`src/rtl/ni_inject_sched.sv`:
```
// Injection scheduler for the router local port: holds one VC per wormhole packet,
// tracks per-VC downstream credits and round-robins sources onto a registered flit stream.
module ni_inject_sched #(
  parameter  int NUM_SRC    = 4,
  parameter  int NUM_VCS    = 2,
  parameter  int BUF_DEPTH  = 4,
  parameter  int DATA_W     = 32,
  localparam int VC_ID_BITS = (NUM_VCS > 1) ? $clog2(NUM_VCS) : 1,
  localparam int CW         = $clog2(BUF_DEPTH + 1),
  localparam int SW         = (NUM_SRC > 1) ? $clog2(NUM_SRC) : 1
) (
  input  logic                              clk,
  input  logic                              arst_n,
  input  logic [NUM_SRC-1:0]                src_valid,
  input  logic [NUM_SRC-1:0]                src_head,
  input  logic [NUM_SRC-1:0]                src_tail,
  input  logic [NUM_SRC-1:0][DATA_W-1:0]    src_data,
  output logic [NUM_SRC-1:0]                src_ready,
  output logic                              out_valid,
  output logic [VC_ID_BITS-1:0]             out_vc,
  output logic                              out_head,
  output logic                              out_tail,
  output logic [DATA_W-1:0]                 out_data,
  input  logic [NUM_VCS-1:0]                incredit,
  output logic [NUM_VCS-1:0][CW-1:0]        credits_avail,
  output logic                              err
);

  logic [NUM_VCS-1:0]                 vc_owned_q, vc_owned_d;
  logic [NUM_SRC-1:0]                 src_active_q, src_active_d;
  logic [NUM_SRC-1:0][VC_ID_BITS-1:0] src_vc_q, src_vc_d;
  logic [NUM_VCS-1:0][CW-1:0]         credits_q, credits_d;
  logic [SW-1:0]                      rr_ptr_q, rr_ptr_d;
  logic                               err_q, err_d;
  logic                               out_valid_q, out_head_q, out_tail_q;
  logic [VC_ID_BITS-1:0]              out_vc_q;
  logic [DATA_W-1:0]                  out_data_q;

  logic                               free_found_s;
  logic [VC_ID_BITS-1:0]              free_vc_s;
  logic [NUM_SRC-1:0]                 elig_s;
  logic [NUM_SRC-1:0][VC_ID_BITS-1:0] tgt_vc_s;
  logic                               proto_err_s;
  logic                               sat_err_s;
  logic                               gnt_found_s;
  logic [SW-1:0]                      gnt_idx_s;
  logic [SW-1:0]                      cand_s;
  logic [VC_ID_BITS-1:0]              gnt_vc_s;

  // Lowest-index FREE VC that still has credit (descending scan leaves the lowest).
  always_comb begin
    free_found_s = 1'b0;
    free_vc_s    = '0;
    for (int v = NUM_VCS - 1; v >= 0; v--) begin
      if (!vc_owned_q[v] && (credits_q[v] != '0)) begin
        free_found_s = 1'b1;
        free_vc_s    = VC_ID_BITS'(v);
      end else begin
        free_found_s = free_found_s;
      end
    end
  end

  // Per-source eligibility; an IDLE source showing a non-head flit is a protocol error.
  always_comb begin
    proto_err_s = 1'b0;
    for (int s = 0; s < NUM_SRC; s++) begin
      elig_s[s]   = 1'b0;
      tgt_vc_s[s] = free_vc_s;
      if (src_valid[s] && src_active_q[s]) begin
        tgt_vc_s[s] = src_vc_q[s];
        elig_s[s]   = (credits_q[src_vc_q[s]] != '0);
      end else if (src_valid[s] && src_head[s]) begin
        elig_s[s] = free_found_s;
      end else if (src_valid[s]) begin
        proto_err_s = 1'b1;
      end else begin
        elig_s[s] = 1'b0;
      end
    end
  end

  // Round-robin pick of one eligible source starting at rr_ptr.
  always_comb begin
    gnt_found_s = 1'b0;
    gnt_idx_s   = '0;
    cand_s      = '0;
    for (int i = 0; i < NUM_SRC; i++) begin
      cand_s = SW'((int'(rr_ptr_q) + i) % NUM_SRC);
      if (!gnt_found_s && elig_s[cand_s]) begin
        gnt_found_s = 1'b1;
        gnt_idx_s   = cand_s;
      end else begin
        gnt_found_s = gnt_found_s;
      end
    end
    gnt_vc_s  = tgt_vc_s[gnt_idx_s];
    src_ready = '0;
    if (gnt_found_s) begin
      src_ready[gnt_idx_s] = 1'b1;
    end else begin
      src_ready = '0;
    end
  end

  // Ownership and pointer update; a head+tail flit passes through the tail branch as a no-op.
  always_comb begin
    vc_owned_d   = vc_owned_q;
    src_active_d = src_active_q;
    src_vc_d     = src_vc_q;
    rr_ptr_d     = rr_ptr_q;
    if (gnt_found_s) begin
      rr_ptr_d = (gnt_idx_s == SW'(NUM_SRC - 1)) ? '0 : gnt_idx_s + SW'(1);
      if (src_tail[gnt_idx_s]) begin
        vc_owned_d[gnt_vc_s]    = 1'b0;
        src_active_d[gnt_idx_s] = 1'b0;
      end else if (src_head[gnt_idx_s] && !src_active_q[gnt_idx_s]) begin
        vc_owned_d[gnt_vc_s]    = 1'b1;
        src_active_d[gnt_idx_s] = 1'b1;
        src_vc_d[gnt_idx_s]     = gnt_vc_s;
      end else begin
        vc_owned_d = vc_owned_q;
      end
    end else begin
      rr_ptr_d = rr_ptr_q;
    end
  end

  // Credit counters: grant consumes, incredit returns, both together cancel.
  always_comb begin
    credits_d = credits_q;
    sat_err_s = 1'b0;
    for (int v = 0; v < NUM_VCS; v++) begin
      if (incredit[v] && !(gnt_found_s && (gnt_vc_s == VC_ID_BITS'(v)))) begin
        if (credits_q[v] == CW'(BUF_DEPTH)) begin
          sat_err_s = 1'b1;
        end else begin
          credits_d[v] = credits_q[v] + CW'(1);
        end
      end else if (!incredit[v] && gnt_found_s && (gnt_vc_s == VC_ID_BITS'(v))) begin
        credits_d[v] = credits_q[v] - CW'(1);
      end else begin
        credits_d[v] = credits_q[v];
      end
    end
    err_d = err_q | proto_err_s | sat_err_s;
  end

  // State and output registers.
  always_ff @(posedge clk or negedge arst_n) begin
    if (!arst_n) begin
      vc_owned_q   <= '0;
      src_active_q <= '0;
      src_vc_q     <= '0;
      credits_q    <= {NUM_VCS{CW'(BUF_DEPTH)}};
      rr_ptr_q     <= '0;
      err_q        <= 1'b0;
      out_valid_q  <= 1'b0;
      out_vc_q     <= '0;
      out_head_q   <= 1'b0;
      out_tail_q   <= 1'b0;
      out_data_q   <= '0;
    end else begin
      vc_owned_q   <= vc_owned_d;
      src_active_q <= src_active_d;
      src_vc_q     <= src_vc_d;
      credits_q    <= credits_d;
      rr_ptr_q     <= rr_ptr_d;
      err_q        <= err_d;
      out_valid_q  <= gnt_found_s;
      if (gnt_found_s) begin
        out_vc_q   <= gnt_vc_s;
        out_head_q <= src_head[gnt_idx_s];
        out_tail_q <= src_tail[gnt_idx_s];
        out_data_q <= src_data[gnt_idx_s];
      end else begin
        out_vc_q   <= out_vc_q;
      end
    end
  end

  assign out_valid     = out_valid_q;
  assign out_vc        = out_vc_q;
  assign out_head      = out_head_q;
  assign out_tail      = out_tail_q;
  assign out_data      = out_data_q;
  assign credits_avail = credits_q;
  assign err           = err_q;

endmodule
```
`config.mk`:
```
export PLATFORM = sky130hd
export DESIGN_NAME = ni_inject_sched
export DESIGN_NICKNAME = d
export VERILOG_FILES = /design/src/rtl/ni_inject_sched.sv
export SDC_FILE = /design/constraint.sdc
export NUM_CORES = 1
export LEC_CHECK = 0
export ABC_AREA = 1
export CAP_MARGIN = 10
export CORE_UTILIZATION = 69
export CTS_CLUSTER_SIZE = 25
export DETAILED_ROUTE_END_ITERATION = 16
export DONT_BUFFER_PORTS = 1
export GPL_TIMING_DRIVEN = 0
export MAX_ROUTING_LAYER = met4
export PLACE_DENSITY = 0.85
export SETUP_SLACK_MARGIN = 0.15
export SLEW_MARGIN = 20
export SYNTH_ARGS = -nofsm -noshare
export SYNTH_HDL_FRONTEND = slang
export SYNTH_SLANG_ARGS = --single-unit
```
`constraint.sdc`:
```
create_clock -name clk -period 5.52 [get_ports clk]
set_input_delay 0.552 -clock clk [delete_from_list [all_inputs] [get_ports clk]]
set_output_delay 0.552 -clock clk [all_outputs]
set_load 0.005 [all_outputs]
```
; ---- Word-level counts from Yosys, hierarchy flattened
; Index checks and enable logic that the tools add are counted.
[word_totals]
regBits = 55
latch_bits = 0
mem_bits_rw = 0
rom_bits = 0
inputBits = 144
wordCells = 179
mem_count = 0
[classes]
addsub = 8
n_mul = 0
n_div = 0
order_cmp = 12
eq_ne = 5
n_shift = 0
n_mux = 82
bitwise = 10
reduce_logical = 47
[ops]
columns = operator, n
row1 = binary-select mux 32 bit (select 2 bit), 1
row2 = 2-to-1 mux 1 bit, 45
row3 = 2-to-1 mux 3 bit, 14
row4 = 2-to-1 mux 32 bit, 1
row5 = logical AND 1 bit, 24
row6 = nonzero test 3 bit, 6
row7 = binary-select mux 1 bit (select 2 bit), 8
row8 = "less-than comparator 2 x 3 -> 1 bit, second input constant", 5
row9 = 2-to-1 mux 2 bit, 7
row10 = 2-to-1 mux 4 bit, 3
row11 = logical NOT 1 bit, 10
row12 = "less-than comparator 1 x 2 -> 1 bit, second input constant", 5
row13 = "adder 3 x 1 -> 3 bit, second input constant", 2
row14 = "equality test 3 bit, second input constant", 2
row15 = AND reduction 2 bit, 3
row16 = nonzero test 2 bit, 3
row17 = "subtractor 3 x 1 -> 3 bit, second input constant", 2
row18 = "adder 2 x 1 -> 2 bit, second input constant", 2
row19 = "adder 2 bit, second input constant", 2
row20 = AND 4 bit, 1
row21 = bitwise mux 4 bit, 1
row22 = "!= test 2 bit, second input constant", 2
row23 = inverter 4 bit, 1
row24 = bitwise OR 4 bit, 1
row25 = other kinds (11), 13

; ---- Logic depth before layout (Yosys ltp)
[depth]
depth_word = 28
depth_mapped = 24

; ---- Worst setup path after synthesis
; OpenSTA, ideal clock, no wires.
[synth_timing]
kind = reg2out
start = reg credits_q, in the netlist credits_avail[2]
end = out src_ready[0]
arrival_time_ps = 2329
setup_slack_ps = 2639
path_stages_with_launch = 19
n_path_buf = 3
cell_sequence = dfstp_2 -> inv_2 -> nand2_4 -> nand2_2 -> nand2_4 -> nand2_2 -> nand3_2 -> nand3_2 -> nand2_2 -> clkinv_1 -> nand2_1 -> nand2_2 -> nand3_4 -> buf_6 -> buf_6 -> buf_2 -> ha_1 -> inv_1 -> nor2_1
[synth_between]
elab_chain_len = 22
word_cells_on_any_way = 51
cone_classes = 2 x order compare / 36 x mux / 13 x reduce/logical
[synth_lines]
columns = element, line
row1 = "start, declared", 32  ; logic [NUM_VCS-1:0][CW-1:0] credits_q, credits_d;
row2 = "start signal, assigned", 155  ; credits_q <= {NUM_VCS{CW'(BUF_DEPTH)}};
row3 = "start signal, assigned", 167  ; credits_q <= credits_d;
row4 = nonzero test 3 bit, 55  ; if (!vc_owned_q[v] && (credits_q[v] != '0)) begin
row5 = logical AND 1 bit, 55
row6 = 2-to-1 mux 1 bit, 55
row7 = 2-to-1 mux 1 bit, 73  ; end else if (src_valid[s] && src_head[s]) begin
row8 = 2-to-1 mux 1 bit, 70  ; if (src_valid[s] && src_active_q[s]) begin
row9 = binary-select mux 1 bit (select 2 bit), 90  ; if (!gnt_found_s && elig_s[cand_s]) begin
row10 = 2-to-1 mux 1 bit (not written as such), 90
row11 = 2-to-1 mux 1 bit, 90
row12 = [6 not listed], -
row13 = logical NOT 1 bit, 90
row14 = logical AND 1 bit, 90
row15 = 2-to-1 mux 2 bit, 90
row16 = less-than comparator 2 x 3 -> 1 bit (not written as such) / greater-or-equal comparator 2 x 1 -> 1 bit (equally long branches), 100  ; src_ready[gnt_idx_s] = 1'b1;
row17 = logical AND 1 bit (not written as such), 100
row18 = 2-to-1 mux 1 bit (not written as such), 100
row19 = demux 1 bit (select 2 bit), 100
row20 = 2-to-1 mux 4 bit *, 99  ; if (gnt_found_s) begin
row21 = "end, declared", 18  ; output logic [NUM_SRC-1:0] src_ready,
; Mark *: on every way between the ends. The rest lies on a longest branch, timed or not. The select of a mux whose other input is x is not followed.

; ---- Final worst setup path
; Same ends and word-level chain as after synthesis.

==> flow_summary.toml <==
[outcome]
status = "finished, final reports clean"

[worst_setup_path]
critPathMaxFanout = 11
path_class = "reg2out"
worst_ep_required_time_ps = 4970
arrival_ps = 3260
max_stage_delay_ps = 600
cp_slowest_cell = "dfstp_2"
start_kind = "flop"
end_kind = "output pin"
path_cells = "inv_2, nand2_4, nand2_2, nand2_4, nand2_2, nand3_1, nand2_1, nand2_1, nand2_1, nand2_2, nand3_2, nand3_4, buf_6, buf_6, buf_2, ha_1, inv_1, nor2_1"

[route]
routed_wl_um = 11800
drt_iter0_markers = 371
viasPerCell = 6.34
post_drt_wl_per_cell_um = 17.8
vias = 4228
dr.pass1.iters = 5
ant_nets = 0
drc = 0

[synthesis]
synth-seq-cells = 55
synthesis.nets = 737
synth_cells = 587
synth_mux_area_share_pct = 0
ys_seq_area_share_pct = 34.0
yosysWarnings = 0
synthAdderAreaFrac_pct = 2.22
ys.flop_type = "dfrtp_1"
synth_edf_count = 0
synth_compound_area_share_pct = 21.3
synth-xor-area-share_pct = 0.216
synth_top_area_share_pct = 32.7
syn_area_per_cell_um2 = 6.91
synth_top_family_by_area = "simple AND/OR/NAND/NOR gates"
synth_cell_types = 33
synthSimpleGateAreaFrac_pct = 33.0
async_flop_share_pct = 100
synth_area_leaders = "dfrtp_1, nor2_1, nand2_1, o21ai_0, o21bai_1"
synth_top_area_cell = "dfrtp_1"
synth_area_mm2 = 0.00405

[die]
num_io_pins = 191
placementRows = 27
core_mm2 = 0.00557
fp.dieH_um = 78.7
design.die.area_mm2 = 0.00619
initial_core_util_pct = 72.7
dieWidth_um = 78.7

[global_route]
met2_usage_pct = 65.7
use_met1_pct = 49.1
grt_pass1_wl_um = 18600
antenna_found_initial = 0
grt_busiest_layer = "met2"
grt_max_degree = 54
first_global_vias = 3962
use_met3_pct = 6.98
gr-usage-all-layers_pct = 39.8
grt_overflow = 0

[cells_and_area]
final_area_mm2 = 0.00427
syn2layout_area_growth_pct = 5.43
drive_above_1_share_pct = 11.8
n_antenna_cell = 0
fin_nets = 745

[cts]
clk_latency_ps = 310
clk_pin_slew_ps = 100
cts-resized-gates = 0
cts_buffers = 5
cts_tree = "yes"
clockRootBuffer = "clkbuf_8"
clock_sinks = 55
cts_hold_buffers = 1
htree_num_levels = 2
post-cts-setup-buffers = 0
clk_path_buf_depth = 2

[timing]
fin_crit_ps = 3820
worst_pin_slew_ps = 510
period_share_pct = 69.1
setup_violations = 0
final_max_slew_viol_count = 0
hold_violations = 0
rsz0062_at_grt = "no"
max_clock_freq_ghz = 0.262
fin_skew_ps = 5.08
slew_headroom_pct = 66.0
setup_tns_ps = 0

[hold_path]
min_path_type = "in2async"

[placed_design]
hpwl_um = 8960
numPortBuffers = 0
gp_congestion = 0.901
placedInstanceArea_mm2 = 0.00414

[flow_run]
maxCapViolations = 0
worst paths after layout:
path / from / endpoint / slack (ps) / cells after the start
hold reg to reg: flop / flop / 510 / 2
setup reg to reg: credits_avail[3] / credits_avail[5] / 2280 / 23
hold / removal: arst_n / credits_avail[2] / 70 / 0
setup / recovery: credits_avail[2] / src_ready[0] / 1700 / 18
max in group asynchronous: arst_n / src_vc_q[1] / 5190 / 1
min in group clk: src_valid[3] / err / 420 / 2
cell type report:
class | count | area (um2)
inverter | 52 | 195
clock buffer | 6 | 72.6
clock inverter | 1 | 30.0
sequential | 55 | 1380
tap | 72 | 90.1
multi-input combinational | 448 | 2300
fill | 455 | 1300
timing repair buffer | 1 | 27.5
buffer | 32 | 180
kinds of logic (layout without fill, tap and decap cells):
kind of cell	after synthesis	after routing
buf+inv	84	92
fa+ha+maj	6	6
simple gates	298	298
xor+xnor	1	1
flops	55	55
compound gates	143	143
worst max-delay path: cells and delay by family, from the launching register on:
| family | cells | cell delay (ps) |
|---|---|---|
| flops | 1 | 600 |
| fa+ha+maj | 1 | 280 |
| simple gates | 12 | 1360 |
| buf+inv | 5 | 720 |
layout by cell type, fill, tap and decap left out, drive strengths merged:
cell type / count
nor2: 120
a31oi: 34
xnor2: 1
inv: 50
dfrtp: 53
clkbuf: 15
clkinv: 2
bufinv: 1
nor3: 1
o21ai: 71
nand3: 42
fa: 2
o211ai: 1
dfstp: 2
nand2: 123
o31ai: 1
a21oi: 1
nand4: 12
ha: 4
a311oi: 1
buf: 24
o21bai: 34
synthesized netlist by cell type (all sizes together) (2+ instances only):
library cell / instances
dfstp: 2
nor2: 120
nand2: 123
fa: 2
o21bai: 34
buf: 23
inv: 50
clkbuf: 9
o21ai: 71
nand3: 42
ha: 4
clkinv: 2
a31oi: 34
dfrtp: 53
nand4: 12
layer usage:
layer | wire length, um | up-vias
met3 | 1160 | 35
met4 | 351 | 0
met5 | 0 | -
met2 | 5870 | 248
li1 | - | 1958
met1 | 4470 | 1987
per-stage QoR:
stage                     utilization [%]  setup slack [ps]  instances  hold WS [ps]
final                                76.7              1700        667          67.2
after global routing                 76.7              1460        667          59.0
after CTS                            76.7              1780        667          69.2
after detailed placement             74.3              2130        659           257
after global placement               74.3              2200        659           257
after floorplan                         -              2640        587           256
Power is not shown: default switching activity piles up to over one toggle a cycle in this logic, so the estimate is an artifact.
